--- config.mk ---
export PLATFORM = sky130hd
export DESIGN_NAME = alu_pipe_flat
export DESIGN_NICKNAME = d
export VERILOG_FILES = /design/src/rtl/alu_pipe_if.sv /design/src/rtl/alu_pipe.sv /design/src/flat_wrapper.sv
export SDC_FILE = /design/constraint.sdc
export NUM_CORES = 1
export LEC_CHECK = 0
export CAP_MARGIN = 30
export CORE_MARGIN = 1
export CORE_UTILIZATION = 30
export CTS_CLUSTER_DIAMETER = 80
export CTS_CLUSTER_SIZE = 25
export DETAILED_ROUTE_END_ITERATION = 8
export GPL_ROUTABILITY_DRIVEN = 0
export PLACE_DENSITY = 0.51
export SKIP_LAST_GASP = 1
export SYNTH_ARGS = -nofsm -noshare
export SYNTH_HDL_FRONTEND = slang
export SYNTH_SLANG_ARGS = --single-unit
--- constraint.sdc ---
create_clock -name clk -period 2.52 [get_ports clk]
set_input_delay 0.378 -clock clk [delete_from_list [all_inputs] [get_ports clk]]
set_output_delay 0.378 -clock clk [all_outputs]
set_load 0.03 [all_outputs]
--- src/rtl/alu_pipe_if.sv ---
// ============================================================================
// Module      : alu_pipe_if
// Description : Operand/result handshake bundle for alu_pipe.
// Revision    : 1.0 - initial release
// ============================================================================
`default_nettype none

interface alu_pipe_if #(
    parameter int WIDTH   = 8,
    parameter int COUNT_W = 16
);
    logic               in_valid;
    logic               in_ready;
    logic [WIDTH-1:0]   a;
    logic [WIDTH-1:0]   b;
    logic [2:0]         sel;
    logic               out_valid;
    logic               out_ready;
    logic [WIDTH-1:0]   y;
    logic               flag_z;
    logic               flag_c;
    logic               flag_v;
    logic [COUNT_W-1:0] op_count;

    modport master (
        output in_valid, a, b, sel, out_ready,
        input  in_ready, out_valid, y, flag_z, flag_c, flag_v, op_count
    );

    modport slave (
        input  in_valid, a, b, sel, out_ready,
        output in_ready, out_valid, y, flag_z, flag_c, flag_v, op_count
    );
endinterface

`default_nettype wire

--- src/rtl/alu_pipe.sv ---
// ============================================================================
// Module      : alu_pipe
// Description : Two-stage valid/ready ALU with status flags and a handoff
//               counter. Define ALU_SAT_EN for unsigned saturating add/sub.
// Revision    : 1.0 - initial release
// ============================================================================
`default_nettype none

module alu_pipe #(
    parameter int WIDTH   = 8,
    parameter int COUNT_W = 16
) (
    input  wire logic clk,
    input  wire logic rst,
    alu_pipe_if.slave bus
);
    localparam int       c_MSB      = WIDTH - 1;
    localparam logic [2:0] c_OP_ZERO = 3'b000;
    localparam logic [2:0] c_OP_AND  = 3'b001;
    localparam logic [2:0] c_OP_OR   = 3'b010;
    localparam logic [2:0] c_OP_ADD  = 3'b011;
    localparam logic [2:0] c_OP_SUB  = 3'b100;
    localparam logic [2:0] c_OP_XOR  = 3'b101;
    localparam logic [2:0] c_OP_NOT  = 3'b110;
    localparam logic [2:0] c_OP_ONES = 3'b111;

    logic               s1_valid_q;
    logic [WIDTH-1:0]   a_q;
    logic [WIDTH-1:0]   b_q;
    logic [2:0]         sel_q;

    logic               out_valid_q;
    logic [WIDTH-1:0]   y_q;
    logic               z_q;
    logic               c_q;
    logic               v_q;
    logic [COUNT_W-1:0] count_q;

    logic [WIDTH-1:0]   y_d;
    logic               c_d;
    logic               v_d;

    logic               w_adv2;
    logic               w_in_ready;
    logic [WIDTH:0]     w_sum;
    logic [WIDTH:0]     w_diff;

    assign w_adv2     = !out_valid_q || bus.out_ready;
    assign w_in_ready = !s1_valid_q || w_adv2;

    // Extra top bit of each result is the carry / borrow.
    assign w_sum  = {1'b0, a_q} + {1'b0, b_q};
    assign w_diff = {1'b0, a_q} - {1'b0, b_q};

    always_comb begin
        y_d = '0;
        c_d = 1'b0;
        v_d = 1'b0;
        case (sel_q)
            c_OP_ZERO: y_d = '0;
            c_OP_AND:  y_d = a_q & b_q;
            c_OP_OR:   y_d = a_q | b_q;
            c_OP_ADD: begin
                y_d = w_sum[c_MSB:0];
                c_d = w_sum[WIDTH];
                v_d = (a_q[c_MSB] == b_q[c_MSB]) && (w_sum[c_MSB] != a_q[c_MSB]);
`ifdef ALU_SAT_EN
                if (w_sum[WIDTH]) y_d = '1;
`endif
            end
            c_OP_SUB: begin
                y_d = w_diff[c_MSB:0];
                c_d = w_diff[WIDTH];
                v_d = (a_q[c_MSB] != b_q[c_MSB]) && (w_diff[c_MSB] != a_q[c_MSB]);
`ifdef ALU_SAT_EN
                if (w_diff[WIDTH]) y_d = '0;
`endif
            end
            c_OP_XOR:  y_d = a_q ^ b_q;
            c_OP_NOT:  y_d = ~a_q;
            c_OP_ONES: y_d = '1;
            default:   y_d = '0;
        endcase
    end

    always_ff @(posedge clk) begin
        if (rst) begin
            s1_valid_q <= 1'b0;
        end else if (w_in_ready) begin
            s1_valid_q <= bus.in_valid;
        end
    end

    // Operand registers carry no reset; s1_valid_q qualifies them.
    always_ff @(posedge clk) begin
        if (w_in_ready && bus.in_valid) begin
            a_q   <= bus.a;
            b_q   <= bus.b;
            sel_q <= bus.sel;
        end
    end

    always_ff @(posedge clk) begin
        if (rst) begin
            out_valid_q <= 1'b0;
            y_q         <= '0;
            z_q         <= 1'b0;
            c_q         <= 1'b0;
            v_q         <= 1'b0;
        end else if (w_adv2) begin
            out_valid_q <= s1_valid_q;
            if (s1_valid_q) begin
                y_q <= y_d;
                z_q <= (y_d == '0);
                c_q <= c_d;
                v_q <= v_d;
            end
        end
    end

    always_ff @(posedge clk) begin
        if (rst) begin
            count_q <= '0;
        end else if (out_valid_q && bus.out_ready) begin
            count_q <= count_q + COUNT_W'(1);
        end
    end

    assign bus.in_ready  = w_in_ready;
    assign bus.out_valid = out_valid_q;
    assign bus.y         = y_q;
    assign bus.flag_z    = z_q;
    assign bus.flag_c    = c_q;
    assign bus.flag_v    = v_q;
    assign bus.op_count  = count_q;

endmodule

`default_nettype wire
--- src/flat_wrapper.sv ---
// flat-port wrapper written by rule: the top's interface ports become plain ports
module alu_pipe_flat 
#(
    parameter int WIDTH   = 8,
    parameter int COUNT_W = 16
)
  (clk, rst, bus_in_valid, bus_a, bus_b, bus_sel, bus_out_ready, bus_in_ready, bus_out_valid, bus_y, bus_flag_z, bus_flag_c, bus_flag_v, bus_op_count);
  alu_pipe_if #(.WIDTH(WIDTH), .COUNT_W(COUNT_W)) bus_i ();
  input  wire logic clk;
  input  wire logic rst;
  input wire logic [$bits(bus_i.in_valid)-1:0] bus_in_valid;
  input wire logic [$bits(bus_i.a)-1:0] bus_a;
  input wire logic [$bits(bus_i.b)-1:0] bus_b;
  input wire logic [$bits(bus_i.sel)-1:0] bus_sel;
  input wire logic [$bits(bus_i.out_ready)-1:0] bus_out_ready;
  output wire logic [$bits(bus_i.in_ready)-1:0] bus_in_ready;
  output wire logic [$bits(bus_i.out_valid)-1:0] bus_out_valid;
  output wire logic [$bits(bus_i.y)-1:0] bus_y;
  output wire logic [$bits(bus_i.flag_z)-1:0] bus_flag_z;
  output wire logic [$bits(bus_i.flag_c)-1:0] bus_flag_c;
  output wire logic [$bits(bus_i.flag_v)-1:0] bus_flag_v;
  output wire logic [$bits(bus_i.op_count)-1:0] bus_op_count;
  assign bus_i.in_valid = bus_in_valid;
  assign bus_i.a = bus_a;
  assign bus_i.b = bus_b;
  assign bus_i.sel = bus_sel;
  assign bus_i.out_ready = bus_out_ready;
  assign bus_in_ready = bus_i.in_ready;
  assign bus_out_valid = bus_i.out_valid;
  assign bus_y = bus_i.y;
  assign bus_flag_z = bus_i.flag_z;
  assign bus_flag_c = bus_i.flag_c;
  assign bus_flag_v = bus_i.flag_v;
  assign bus_op_count = bus_i.op_count;
  alu_pipe #(.WIDTH(WIDTH), .COUNT_W(COUNT_W)) u_core (.clk(clk), .rst(rst), .bus(bus_i));
endmodule
# After elaboration in Yosys (flattened, before gate mapping)
# Cells that the tools add are included.
[totals]
register_bits = 48
elab_cells = 42
inputBits = 23
out_inout_bits = 29
[op_classes]
eq_ne = 11
bitwise = 4
addsub = 3
mux = 3
n_reduce_logical = 11
[ops]
columns = ["op", "count"]
rows = [
  ["8-bit case mux with 8 select lines", 1],
  ["16-bit by 1-bit adder with 16-bit output (second input constant)", 1],
  ["3-bit equality test (second input constant)", 4],
  ["8-bit by 8-bit adder with 9-bit output", 1],
  ["8-bit by 8-bit subtractor with 9-bit output", 1],
  ["8-bit AND", 1],
  ["8-bit logical NOT", 1],
  ["8-bit inverter", 1],
  ["8-bit bitwise OR", 1],
  ["8-bit XOR", 1],
  ["3-bit by 2-bit equality test with 1-bit output (second input constant)", 2],
  ["1-bit logical AND", 4],
  ["1-bit case mux with 2 select lines", 2],
  ["3-bit by 1-bit equality test with 1-bit output (second input constant)", 1],
  ["3-bit logical NOT", 1],
  ["1-bit != test", 3],
  ["1-bit logical NOT", 2],
  ["1-bit logical OR", 2],
  ["2-bit AND reduction", 1],
  ["1-bit equality test", 1],
]

# Longest topological paths before layout
# Gate-level depths: netlist of run 1.
[logic_depth]
ltp_word = 4
ltp_mapped = 11
depth_no_buf = 11

# Least setup slack after synthesis of run 1
# Ideal clock, no wire load.
[synth_path]
path_kind = "register -> register"
from = "register u_core.a_q[0]"
to = "register u_core.z_q, in the netlist u_core.bus.flag_z"
path_buffers = 0
path_slack_ps = 237
t_arrival_ps = 2167
synth_period_minus_slack_ps = 2283
stages_incl_launch_ff = 11
required_ps = 2404
setup_ps = 116
cell_sequence = "edfxtp_1 -> inv_1 -> ha_1 -> inv_1 -> fa_1 -> nor3b_1 -> nor3_1 -> a221o_1 -> a21oi_1 -> and4_1 -> a41o_1"
[synth_via]
elab_chain_len = 3
[synth_rtl]
columns = ["element", "line_no", "rtl"]
rows = [
  ["start, declared", "alu_pipe.sv:28", "logic [WIDTH-1:0] a_q;"],
  ["start signal, assigned", "alu_pipe.sv:97", "a_q <= bus.a;"],
  ["8-bit by 8-bit subtractor with 9-bit output, or another cell as far along", "alu_pipe.sv:53", "assign w_diff = {1'b0, a_q} - {1'b0, b_q};"],
  ["8-bit case mux with 8 select lines (*)", "alu_pipe.sv:59", "case (sel_q)"],
  ["8-bit logical NOT (*)", "alu_pipe.sv:114", "z_q <= (y_d == '0);"],
  ["end signal, assigned", "alu_pipe.sv:114", ""],
  ["end, declared", "alu_pipe.sv:34", "logic z_q;"],
]
# Mark *: on every way between the ends. The rest lies on a longest branch, timed or not.
# A chain may end at the register's enable or synchronous reset.

# Worst setup path in the final report of run 1
[layout_path]
from = "register u_core.b_q[1]"
to = "register u_core.z_q, in the netlist u_core.bus.flag_z"
[layout_via]
elab_chain_len = 3
[layout_rtl]
columns = ["element", "line_no", "rtl"]
rows = [
  ["start, declared", "alu_pipe.sv:29", "logic [WIDTH-1:0] b_q;"],
  ["start signal, assigned", "alu_pipe.sv:98", "b_q <= bus.b;"],
  ["8-bit by 8-bit subtractor with 9-bit output, or another cell as far along", "alu_pipe.sv:53", ""],
  ["8-bit case mux with 8 select lines (*)", "alu_pipe.sv:59", ""],
  ["8-bit logical NOT (*)", "alu_pipe.sv:114", ""],
]
# Marks and branches as above.

==> results.sh, run 1 <==
export IMPL_outcome="complete, no violations"
export IMPL_ys_seq_area_frac=0.388
export IMPL_cts_root_buf="clkbuf_8"
export IMPL_preCtsSetupSlack_ns=0.0513
export IMPL_grt_first_pass_wirelength_mm=11.2
export IMPL_power_leakage_uw=0.00149
export IMPL_wire_per_inst_um=13.5
export IMPL_io_buffers=51
export IMPL_max_vdd_ir_drop_v=0.000231
export IMPL_drive_above_1_share=0.0974
export IMPL_drc=0
export IMPL_synth_area_um2=2960
export IMPL_post_synth_num_cell_types=56
export IMPL_core_rowCount=35
export IMPL_wl_met2_mm=2.98
export IMPL_whs_path_depth=2
export IMPL_timing_final_hold_violations=0
export IMPL_timing_final_crit_share=0.955
export IMPL_hp_start="u_core.bus.y[0]$_SDFFE_PP0P_"
export IMPL_layout_setup_ws_ns=0.112
export IMPL_clockBufferDepth=2
export IMPL_firstDrtPassIters=4
export IMPL_worst_setup_path_start_kind="register"
export IMPL_crit_path_start="u_core.b_q[1]$_DFFE_PP_"
export IMPL_r2r_end="u_core.bus.flag_z$_SDFFE_PP0P_"
export IMPL_num_io_pins=52
export IMPL_die_h_um=101
export IMPL_final_nets=429
export IMPL_synth_avg_cell_area_um2=9.12
export IMPL_h_tree_depth=2
export IMPL_cp_end_kind="register"
export IMPL_insertion_delay_ns=0.31
export IMPL_holdPathEnd="u_core.bus.y[0]$_SDFFE_PP0P_"
export IMPL_finClkSkew_ns=0.0103
export IMPL_synth_top_area_frac=0.196
export IMPL_first_iter_violations=209
export IMPL_ys_seq_elements=48
export IMPL_dr_max_layer_used="met4"
export IMPL_final_common_cell="clkdlybuf4s50_1"
export IMPL_yosys_warnings=0
export IMPL_dp_cells=498
export IMPL_cts_tree="done"
export IMPL_vias_per_cell=4.88
export IMPL_synthFlopType="dfxtp_1"
export IMPL_die_area_um2=10300
export IMPL_coreArea_um2=9420
export IMPL_clock_sinks=48
export IMPL_cts_hold_buffers=0
export IMPL_setup_tns_final_ns=0
export IMPL_via_count=2484
export IMPL_slew_headroom=0.429
export IMPL_met1_length_mm=3.55
export IMPL_grt_ovfl_total=0
export IMPL_path_clk_slew_ns=0.10
export IMPL_synth_edff_count=19
export IMPL_fmax_mhz=415
export IMPL_powerDensity_nw_per_um2=483
export IMPL_hold_slack_ns=0.472
export IMPL_reg2reg_depth=9
export IMPL_cp_arrival_ns=2.67
export IMPL_cap_violations=0
export IMPL_ff2ff_setup_slack_ns=0.11
export IMPL_setup_worst_path_class="reg2reg"
export IMPL_met3_wirelength_um=294
export IMPL_rsz0062_at_grt="true"
export IMPL_grt_util_all_layers=0.140
export IMPL_area_delta_synth_final_pct=27.7
export IMPL_synthTopCellsByArea="dfxtp_1 20%, edfxtp_1 19%, ha_1 11%, nor2_1 4.3%, xor2_1 3.8%"
export IMPL_syn_nets=375
export IMPL_synth_cells=325
export IMPL_finalSetupViolations=0
export IMPL_dieWidth_um=101
export IMPL_ys_async_sr_fraction=0
export IMPL_grt_max_degree=26
export IMPL_fin_cells=509
export IMPL_dp_hpwl_mm=5.18
export IMPL_min_path_type="reg2reg"
export IMPL_routed_wl_mm=6.90
export IMPL_slew_violations=0
export IMPL_grt_antenna_before_repair=0
export IMPL_synth_largest_area_cell="dfxtp_1"
export IMPL_cts_buffers=5
export IMPL_worstReg2RegStart="u_core.b_q[1]$_DFFE_PP_"
export IMPL_fin_crit_ns=2.41
export IMPL_required_ns=2.78
export IMPL_cp_max_fo=3
export IMPL_worst_pin_slew_ns=0.856
export IMPL_start_util=0.315
export IMPL_grt_pass1_vias=2260
export IMPL_antenna_left=0
export IMPL_most_common_layout_cells="51 x clkdlybuf4s50_1, 34 x nor2_1, 29 x dfxtp_1, 23 x ha_1, 21 x inv_1"
export IMPL_antenna_cells=0
-- power by group --
part,switching (µW),internal [µW]
combinational,228,185
sequential,21.4,842
clock,292,260
-- cell type report --
type | count | area [µm²]
tap | 129 | 161
sequential | 48 | 1150
multi-input combinational | 236 | 1660
clock buffer | 6 | 93.8
clock inverter | 2 | 17.5
inverter | 23 | 86.3
timing repair buffer | 65 | 616
fill | 967 | 5630
-- per-layer routing --
| layer | global-route usage | up-vias |
|---|---|---|
| li1 | - | 1265 |
| met1 | 0.203 | 1157 |
| met2 | 0.211 | 55 |
| met3 | 0.0242 | 7 |
| met4 | 0.0446 | 0 |
| met5 | 0 | - |
-- synthesized netlist by cell type (all sizes together) (6+ instances only) --
library cell / count
nor2: 34
a21oi: 22
nand2: 16
nand2b: 6
o21ai: 17
buf: 9
nor3: 6
a211oi: 8
xor2: 13
nor2b: 9
ha: 25
nand3: 7
edfxtp: 19
inv: 23
dfxtp: 29
clkbuf: 9
-- flip-flops by register name (all words and copies together), names as in the netlist --
register,flops
u_core.a_q,8
u_core.bus.op_count,16
u_core.b_q,8
u_core.bus.flag_z,1
u_core.bus.flag_v,1
u_core.bus.flag_c,1
u_core.s1_valid_q,1
u_core.bus.y,8
u_core.bus.out_valid,1
u_core.sel_q,3
-- what timing repair did --
action | 4_1_cts | 5_1_grt
endpoints found under the setup margin | 0 | 5
resized for setup | 0 | 7
buffers inserted | 0 | 3
-- cell families after synthesis --
| kind of cell | Yosys count | share of synthesized area |
|---|---|---|
| fa+ha+maj | 27 | 0.119 |
| flops | 48 | 0.388 |
| buf+inv | 41 | 0.0566 |
| simple gates | 102 | 0.173 |
| compound gates | 86 | 0.199 |
| xor+xnor | 18 | 0.0532 |
| mux | 3 | 0.0101 |
-- metrics by stage --
| stage | total power, µW | area [µm²] | utilization |
|---|---|---|---|
| after global placement | 1280 | 3640 | 0.386 |
| after floorplan | 1150 | 2960 | - |
| after global routing | 1920 | 3790 | 0.402 |
| after CTS | 1840 | 3750 | 0.398 |
| after detailed placement | 1280 | 3640 | 0.386 |
| final | 1830 | 3790 | 0.402 |
-- how the worst max path moves through the flow --
stage,to,slack (ns)
finish,u_core.bus.flag_z$_SDFFE_PP0P_,0.11
global route,u_core.bus.flag_c$_SDFFE_PP0P_,-0.01
CTS,u_core.bus.flag_z$_SDFFE_PP0P_,0.03
detailed placement,u_core.bus.flag_z$_SDFFE_PP0P_,0.05
global placement,u_core.bus.flag_z$_SDFFE_PP0P_,0.08
floorplan,u_core.bus.flag_z$_SDFFE_PP0P_,0.24
-- worst max-delay path, cell delays in order (launching register included) --
cell      delay, ns
edfxtp_1       0.42
inv_2          0.11
ha_1           0.27
o21ba_2        0.23
or4_4          0.41
o21ai_2        0.10
o22ai_2        0.13
a221o_1        0.33
a21boi_2       0.19
a41o_1         0.18
Power figures use the tool's default switching activity.
==> run 2: changes to the inputs <==
--- a/config.mk
+++ b/config.mk
@@ -12,6 +12,7 @@
 export CTS_CLUSTER_SIZE = 25
 export DETAILED_ROUTE_END_ITERATION = 8
 export GPL_ROUTABILITY_DRIVEN = 0
+export MAX_ROUTING_LAYER = met4
 export PLACE_DENSITY = 0.51
 export SKIP_LAST_GASP = 1
 export SYNTH_ARGS = -nofsm -noshare
==> run 2 against run 1 <==
  * First-iteration DRC count up 9.1%
  * Die area unchanged
  * Sequential power about the same
  * Clock power about the same
  * Core utilization unchanged
  * Combinational power hardly changed
  * Critical endpoint unchanged
  * Global-route usage up 0.44 points
  * Critical path depth down 1
  * Wire length up 0.26%
  * Cell area is the same
  * Fmax is 0.40% lower
  * Largest power group unchanged
  * Power about the same
==> results.sh, run 2 (same netlist as run 1, synthesis figures left out) <==
export IMPL_grt_antenna_before_repair=0
export IMPL_cp_max_fo=10
export IMPL_slew_violations=0
export IMPL_grt_busiest_layer="met2"
export IMPL_dp_cells=498
export IMPL_reg2reg_depth=8
export IMPL_grt_util_all_layers=0.144
export IMPL_cp_slowest_cell="or4_4"
export IMPL_fmax_mhz=414
export IMPL_grt_max_degree=26
export IMPL_start_util=0.315
export IMPL_whs_path_depth=2
export IMPL_die_area_um2=10300
export IMPL_final_util=0.402
export IMPL_max_vdd_ir_drop_v=0.000231
export IMPL_io_buffers=51
export IMPL_setup_tns_final_ns=0
export IMPL_powerDensity_nw_per_um2=483
export IMPL_largest_reg_flops=16
export IMPL_cts_root_buf="clkbuf_8"
export IMPL_worst_setup_path_start_kind="register"
export IMPL_timing_final_hold_violations=0
export IMPL_p_total_uw=1830
export IMPL_holdPathEnd="u_core.bus.y[0]$_SDFFE_PP0P_"
export IMPL_dieWidth_um=101
export IMPL_ff2ff_setup_slack_ns=0.10
export IMPL_critPathBufInv=1
export IMPL_rsz0062_at_grt="true"
export IMPL_crit_family="compound AO/OA/AOI/OAI gates"
export IMPL_h_tree_depth=2
export IMPL_drc=0
export IMPL_first_iter_violations=228
export IMPL_fillCellCount=967
export IMPL_worstReg2RegStart="u_core.a_q[2]$_DFFE_PP_"
export IMPL_required_ns=2.78
export IMPL_antenna_left=0
export IMPL_min_path_type="reg2reg"
export IMPL_antenna_cells=0
export IMPL_final_nets=429
export IMPL_via_count=2510
export IMPL_cp_arrival_ns=2.68
export IMPL_max_stage_delay_ns=0.56
export IMPL_final_common_cell="clkdlybuf4s50_1"
export IMPL_hp_start="u_core.bus.y[0]$_SDFFE_PP0P_"
export IMPL_cp_end_kind="register"
export IMPL_grt_pass1_vias=2256
export IMPL_clockBufferDepth=2
export IMPL_dpl_instance_area_um2=3640
export IMPL_clock_sinks=48
export IMPL_final_area_um2=3790
export IMPL_fin_crit_ns=2.42
export IMPL_gr_usage_met2=0.211
export IMPL_cts_tree="done"
export IMPL_grt_first_pass_wirelength_mm=11.2
export IMPL_cts_hold_buffers=0
export IMPL_power_leakage_uw=0.00149
export IMPL_cp_cell_sequence="inv_1 > ha_1 > or4_4 > o21ai_2 > o22ai_2 > a221o_1 > a21boi_2 > a41o_1"
export IMPL_grtUsageMet1=0.203
export IMPL_finalSetupViolations=0
export IMPL_firstDrtPassIters=4
export IMPL_grt_ovfl_total=0
export IMPL_most_common_layout_cells="51 x clkdlybuf4s50_1, 34 x nor2_1, 29 x dfxtp_1, 23 x ha_1, 21 x inv_1"
export IMPL_r2r_end="u_core.bus.flag_z$_SDFFE_PP0P_"
export IMPL_fin_cells=509
export IMPL_num_io_pins=52
export IMPL_insertion_delay_ns=0.31
export IMPL_finClkSkew_ns=0.00976
export IMPL_timing_final_crit_share=0.959
export IMPL_grt_util_met3=0.0242
export IMPL_setup_worst_path_class="reg2reg"
export IMPL_coreArea_um2=9420
export IMPL_area_delta_synth_final_pct=27.7
export IMPL_cap_violations=0
export IMPL_drive_above_1_share=0.0974
export IMPL_outcome="complete, no violations"
export IMPL_cts_buffers=5
export IMPL_die_h_um=101
export IMPL_slew_headroom=0.429
export IMPL_routed_wl_mm=6.91
export IMPL_wire_per_inst_um=13.6
export IMPL_worst_pin_slew_ns=0.856
export IMPL_vias_per_cell=4.93
export IMPL_core_rowCount=35
export IMPL_path_clk_slew_ns=0.10
export IMPL_dp_hpwl_mm=5.18
## run 2: cell counts in the layout (fill, tap and decap cells not counted)
Identical to the previous run, type by type.
## run 2: how the worst max path moves through the flow
stage,startpoint,end,cells past startpoint
after floorplan,u_core.a_q[0]$_DFFE_PP_,u_core.bus.flag_z$_SDFFE_PP0P_,10
after global placement,u_core.b_q[1]$_DFFE_PP_,u_core.bus.flag_z$_SDFFE_PP0P_,9
after detailed placement,u_core.b_q[1]$_DFFE_PP_,u_core.bus.flag_z$_SDFFE_PP0P_,9
after CTS,u_core.a_q[0]$_DFFE_PP_,u_core.bus.flag_z$_SDFFE_PP0P_,11
after global routing,u_core.a_q[0]$_DFFE_PP_,u_core.bus.flag_c$_SDFFE_PP0P_,12
final,u_core.a_q[2]$_DFFE_PP_,u_core.bus.flag_z$_SDFFE_PP0P_,8
## run 2: layer usage
metal | routed length (µm) | vias to the layer above
li1 | - | 1265
met1 | 3560 | 1174
met2 | 2980 | 63
met3 | 319 | 8
met4 | 57 | 0
met5 | 0 | -
## run 2: repair_timing
action                                  CTS  global route
setup buffers                             0             3
gates resized for setup                   0             7
endpoints found under the setup margin    0             5
## run 2: worst reg2reg max path, stage by stage, from the launching register on
cell and delay, ns:
edfxtp_1 0.41, inv_1 0.06, ha_1 0.42, or4_4 0.56
o21ai_2 0.10, o22ai_2 0.13, a221o_1 0.32, a21boi_2 0.20
a41o_1 0.18
## run 2: cell type report
| cell class | instances | area (µm²) | share of cell area |
|---|---|---|---|
| Tap cell | 129 | 161 | 0.0426 |
| Clock inverter | 2 | 17.5 | 0.00463 |
| Clock buffer | 6 | 93.8 | 0.0248 |
| Multi-Input combinational cell | 236 | 1660 | 0.439 |
| Inverter | 23 | 86.3 | 0.0228 |
| Sequential cell | 48 | 1150 | 0.304 |
| Timing Repair Buffer | 65 | 616 | 0.163 |
## run 2: power by group
group	internal (µW)	switching, µW	total (µW)	leakage [µW]
sequential	842	21.4	863	0.000422
clock	260	292	552	0.0000565
combinational	185	230	414	0.00101
## run 2: through the flow
stage / setup slack (ns) / hold slack [ns]
global route: -0.0113 / 0.512
global placement: 0.0788 / 0.452
floorplan: 0.237 / 0.477
detailed placement: 0.0513 / 0.455
CTS: 0.0296 / 0.472
finish: 0.102 / 0.472
==> run 3: changes to the inputs <==
--- a/config.mk
+++ b/config.mk
@@ -7,14 +7,15 @@
 export LEC_CHECK = 0
 export CAP_MARGIN = 30
 export CORE_MARGIN = 1
-export CORE_UTILIZATION = 30
+export CORE_UTILIZATION = 53
 export CTS_CLUSTER_DIAMETER = 80
 export CTS_CLUSTER_SIZE = 25
 export DETAILED_ROUTE_END_ITERATION = 8
 export GPL_ROUTABILITY_DRIVEN = 0
 export MAX_ROUTING_LAYER = met4
-export PLACE_DENSITY = 0.51
+export PLACE_DENSITY = 0.81
 export SKIP_LAST_GASP = 1
+export SLEW_MARGIN = 20
 export SYNTH_ARGS = -nofsm -noshare
 export SYNTH_HDL_FRONTEND = slang
 export SYNTH_SLANG_ARGS = --single-unit
==> run 3 against run 2 <==
  * Core utilization up 31 points
  * Register-to-register slack about the same
  * Cell count down 11%
  * Worst setup slack worse by 0.010 ns
  * Clock skew about the same
  * Hold slack worse by 0.012 ns
  * Fmax down 0.42%
  * First-iteration DRC count down 29%
  * Global-route usage up 9.3 points
  * Wire length down 4.7%
  * Highest routed layer unchanged
==> results.sh, run 3 (same netlist as run 1, synthesis figures left out) <==
export IMPL_seq_area_um2=1150
export IMPL_worstReg2RegStart="u_core.a_q[1]$_DFFE_PP_"
export IMPL_h_tree_depth=2
export IMPL_area_delta_synth_final_pct=26.4
export IMPL_final_area_um2=3750
export IMPL_worst_setup_path_start_kind="register"
export IMPL_firstDrtPassIters=5
export IMPL_grt_ovfl_total=0
export IMPL_fmax_mhz=412
export IMPL_final_common_cell="clkdlybuf4s50_1"
export IMPL_min_path_type="reg2reg"
export IMPL_drive_above_1_share=0.107
export IMPL_cp_slowest_cell="edfxtp_1"
export IMPL_grt_first_pass_wirelength_mm=11.0
export IMPL_multi_input_area_um2=1670
export IMPL_worst_pin_slew_ns=0.459
export IMPL_dp_hpwl_mm=4.87
export IMPL_die_h_um=76.8
export IMPL_timing_final_hold_violations=0
export IMPL_grt_util_all_layers=0.238
export IMPL_timing_final_crit_share=0.963
export IMPL_antenna_left=0
export IMPL_clock_sinks=48
export IMPL_cts_buffers=5
export IMPL_start_util=0.566
export IMPL_dieWidth_um=76.8
export IMPL_most_common_layout_cells="51 x clkdlybuf4s50_1, 34 x nor2_1, 29 x dfxtp_1, 23 x ha_1, 22 x inv_1"
export IMPL_setup_tns_final_ns=0
export IMPL_clockBufferDepth=2
export IMPL_dp_cells=438
export IMPL_insertion_delay_ns=0.30
export IMPL_fin_cells=452
export IMPL_drc=0
export IMPL_dpl_instance_area_um2=3560
export IMPL_slew_violations=0
export IMPL_crit_path_start="u_core.a_q[1]$_DFFE_PP_"
export IMPL_setup_worst_path_class="reg2reg"
export IMPL_grt_antenna_before_repair=0
export IMPL_largest_reg_flops=16
export IMPL_power_leakage_uw=0.00151
export IMPL_num_io_pins=52
export IMPL_first_iter_violations=161
export IMPL_wire_per_inst_um=14.6
export IMPL_cap_violations=0
export IMPL_max_vdd_ir_drop_v=0.000269
export IMPL_max_stage_delay_ns=0.46
export IMPL_io_buffers=51
export IMPL_path_clk_slew_ns=0.09
export IMPL_routed_wl_mm=6.59
export IMPL_cp_max_fo=4
export IMPL_preCtsSetupSlack_ns=0.0688
export IMPL_finalSetupViolations=0
export IMPL_fillCellCount=406
export IMPL_fin_crit_ns=2.43
export IMPL_outcome="complete, no violations"
export IMPL_slew_headroom=0.694
export IMPL_reg2reg_depth=9
export IMPL_antenna_cells=0
export IMPL_grt_max_degree=27
export IMPL_r2r_end="u_core.bus.flag_z$_SDFFE_PP0P_"
export IMPL_coreArea_um2=5240
export IMPL_rsz0062_at_grt="false"
export IMPL_cp_cell_sequence="inv_1 > ha_1 > o21ba_2 > or4_4 > o21ai_2 > o22ai_2 > a221o_1 > a21boi_2 > a41o_1"
export IMPL_final_nets=431
export IMPL_die_area_um2=5900
export IMPL_cts_tree="done"
export IMPL_via_count=2604
export IMPL_required_ns=2.77
export IMPL_core_rowCount=26
export IMPL_cp_arrival_ns=2.68
export IMPL_layout_setup_ws_ns=0.0923
export IMPL_cp_endpoint="u_core.bus.flag_z$_SDFFE_PP0P_"
export IMPL_finClkSkew_ns=0.00948
export IMPL_powerDensity_nw_per_um2=488
export IMPL_vias_per_cell=5.76
export IMPL_ff2ff_setup_slack_ns=0.09
export IMPL_cts_root_buf="clkbuf_8"
export IMPL_cp_end_kind="register"
export IMPL_grt_pass1_vias=2406
[run 3: power by group]
group / internal (µW) / switching [µW]
registers: 842 / 22.9
clock network: 285 / 260
logic: 190 / 231
total: 1320 / 514
[run 3: layout make-up]
| type | instances | share of cell area |
|---|---|---|
| Multi-Input combinational cell | 236 | 0.446 |
| Sequential cell | 48 | 0.307 |
| Timing Repair Buffer | 67 | 0.169 |
| Clock buffer | 7 | 0.0287 |
| Tap cell | 70 | 0.0234 |
| Inverter | 23 | 0.0230 |
| Clock inverter | 1 | 0.00234 |
[run 3: how the worst min path moves through the flow]
stage                                  from                           end  slack, ns  cells past startpoint
6_report       u_core.bus.y[0]$_SDFFE_PP0P_  u_core.bus.y[0]$_SDFFE_PP0P_       0.46                      2
4_1_cts        u_core.bus.y[0]$_SDFFE_PP0P_  u_core.bus.y[0]$_SDFFE_PP0P_       0.47                      2
3_5_place_dp   u_core.bus.y[0]$_SDFFE_PP0P_  u_core.bus.y[0]$_SDFFE_PP0P_       0.45                      2
3_3_place_gp   u_core.bus.y[0]$_SDFFE_PP0P_  u_core.bus.y[0]$_SDFFE_PP0P_       0.44                      2
5_1_grt        u_core.bus.y[0]$_SDFFE_PP0P_  u_core.bus.y[0]$_SDFFE_PP0P_       0.48                      2
2_1_floorplan                      bus_a[0]       u_core.a_q[0]$_DFFE_PP_       0.48                      0
[run 3: stage by stage]
stage | util | hold slack, ns | power [µW]
4_1_cts | 0.701 | 0.466 | 1820
3_3_place_gp | 0.679 | 0.443 | 1260
3_5_place_dp | 0.679 | 0.453 | 1280
2_1_floorplan | - | 0.477 | 1150
5_1_grt | 0.715 | 0.483 | 1920
6_report | 0.715 | 0.460 | 1830
[run 3: metal layers]
metal / GRT usage / vias to the layer above / part of all wire
met5: - / - / 0
met4: 0.110 / 0 / 0.021
met3: 0.0488 / 15 / 0.068
met2: 0.371 / 119 / 0.46
met1: 0.295 / 1204 / 0.45
li1: - / 1266 / -
[run 3: repair_timing]
item	4_1_cts	5_1_grt
hold buffers	0	0
endpoints found under the setup margin	0	5
buffers inserted	0	5
resized for setup	0	9
[run 3: critical path, delay by kind of cell (launching register included)]
kind	cells	cell delay (ns)
fa+ha+maj	1	0.27
buf+inv	1	0.11
flops	1	0.46
simple gates	1	0.41
compound gates	6	1.12
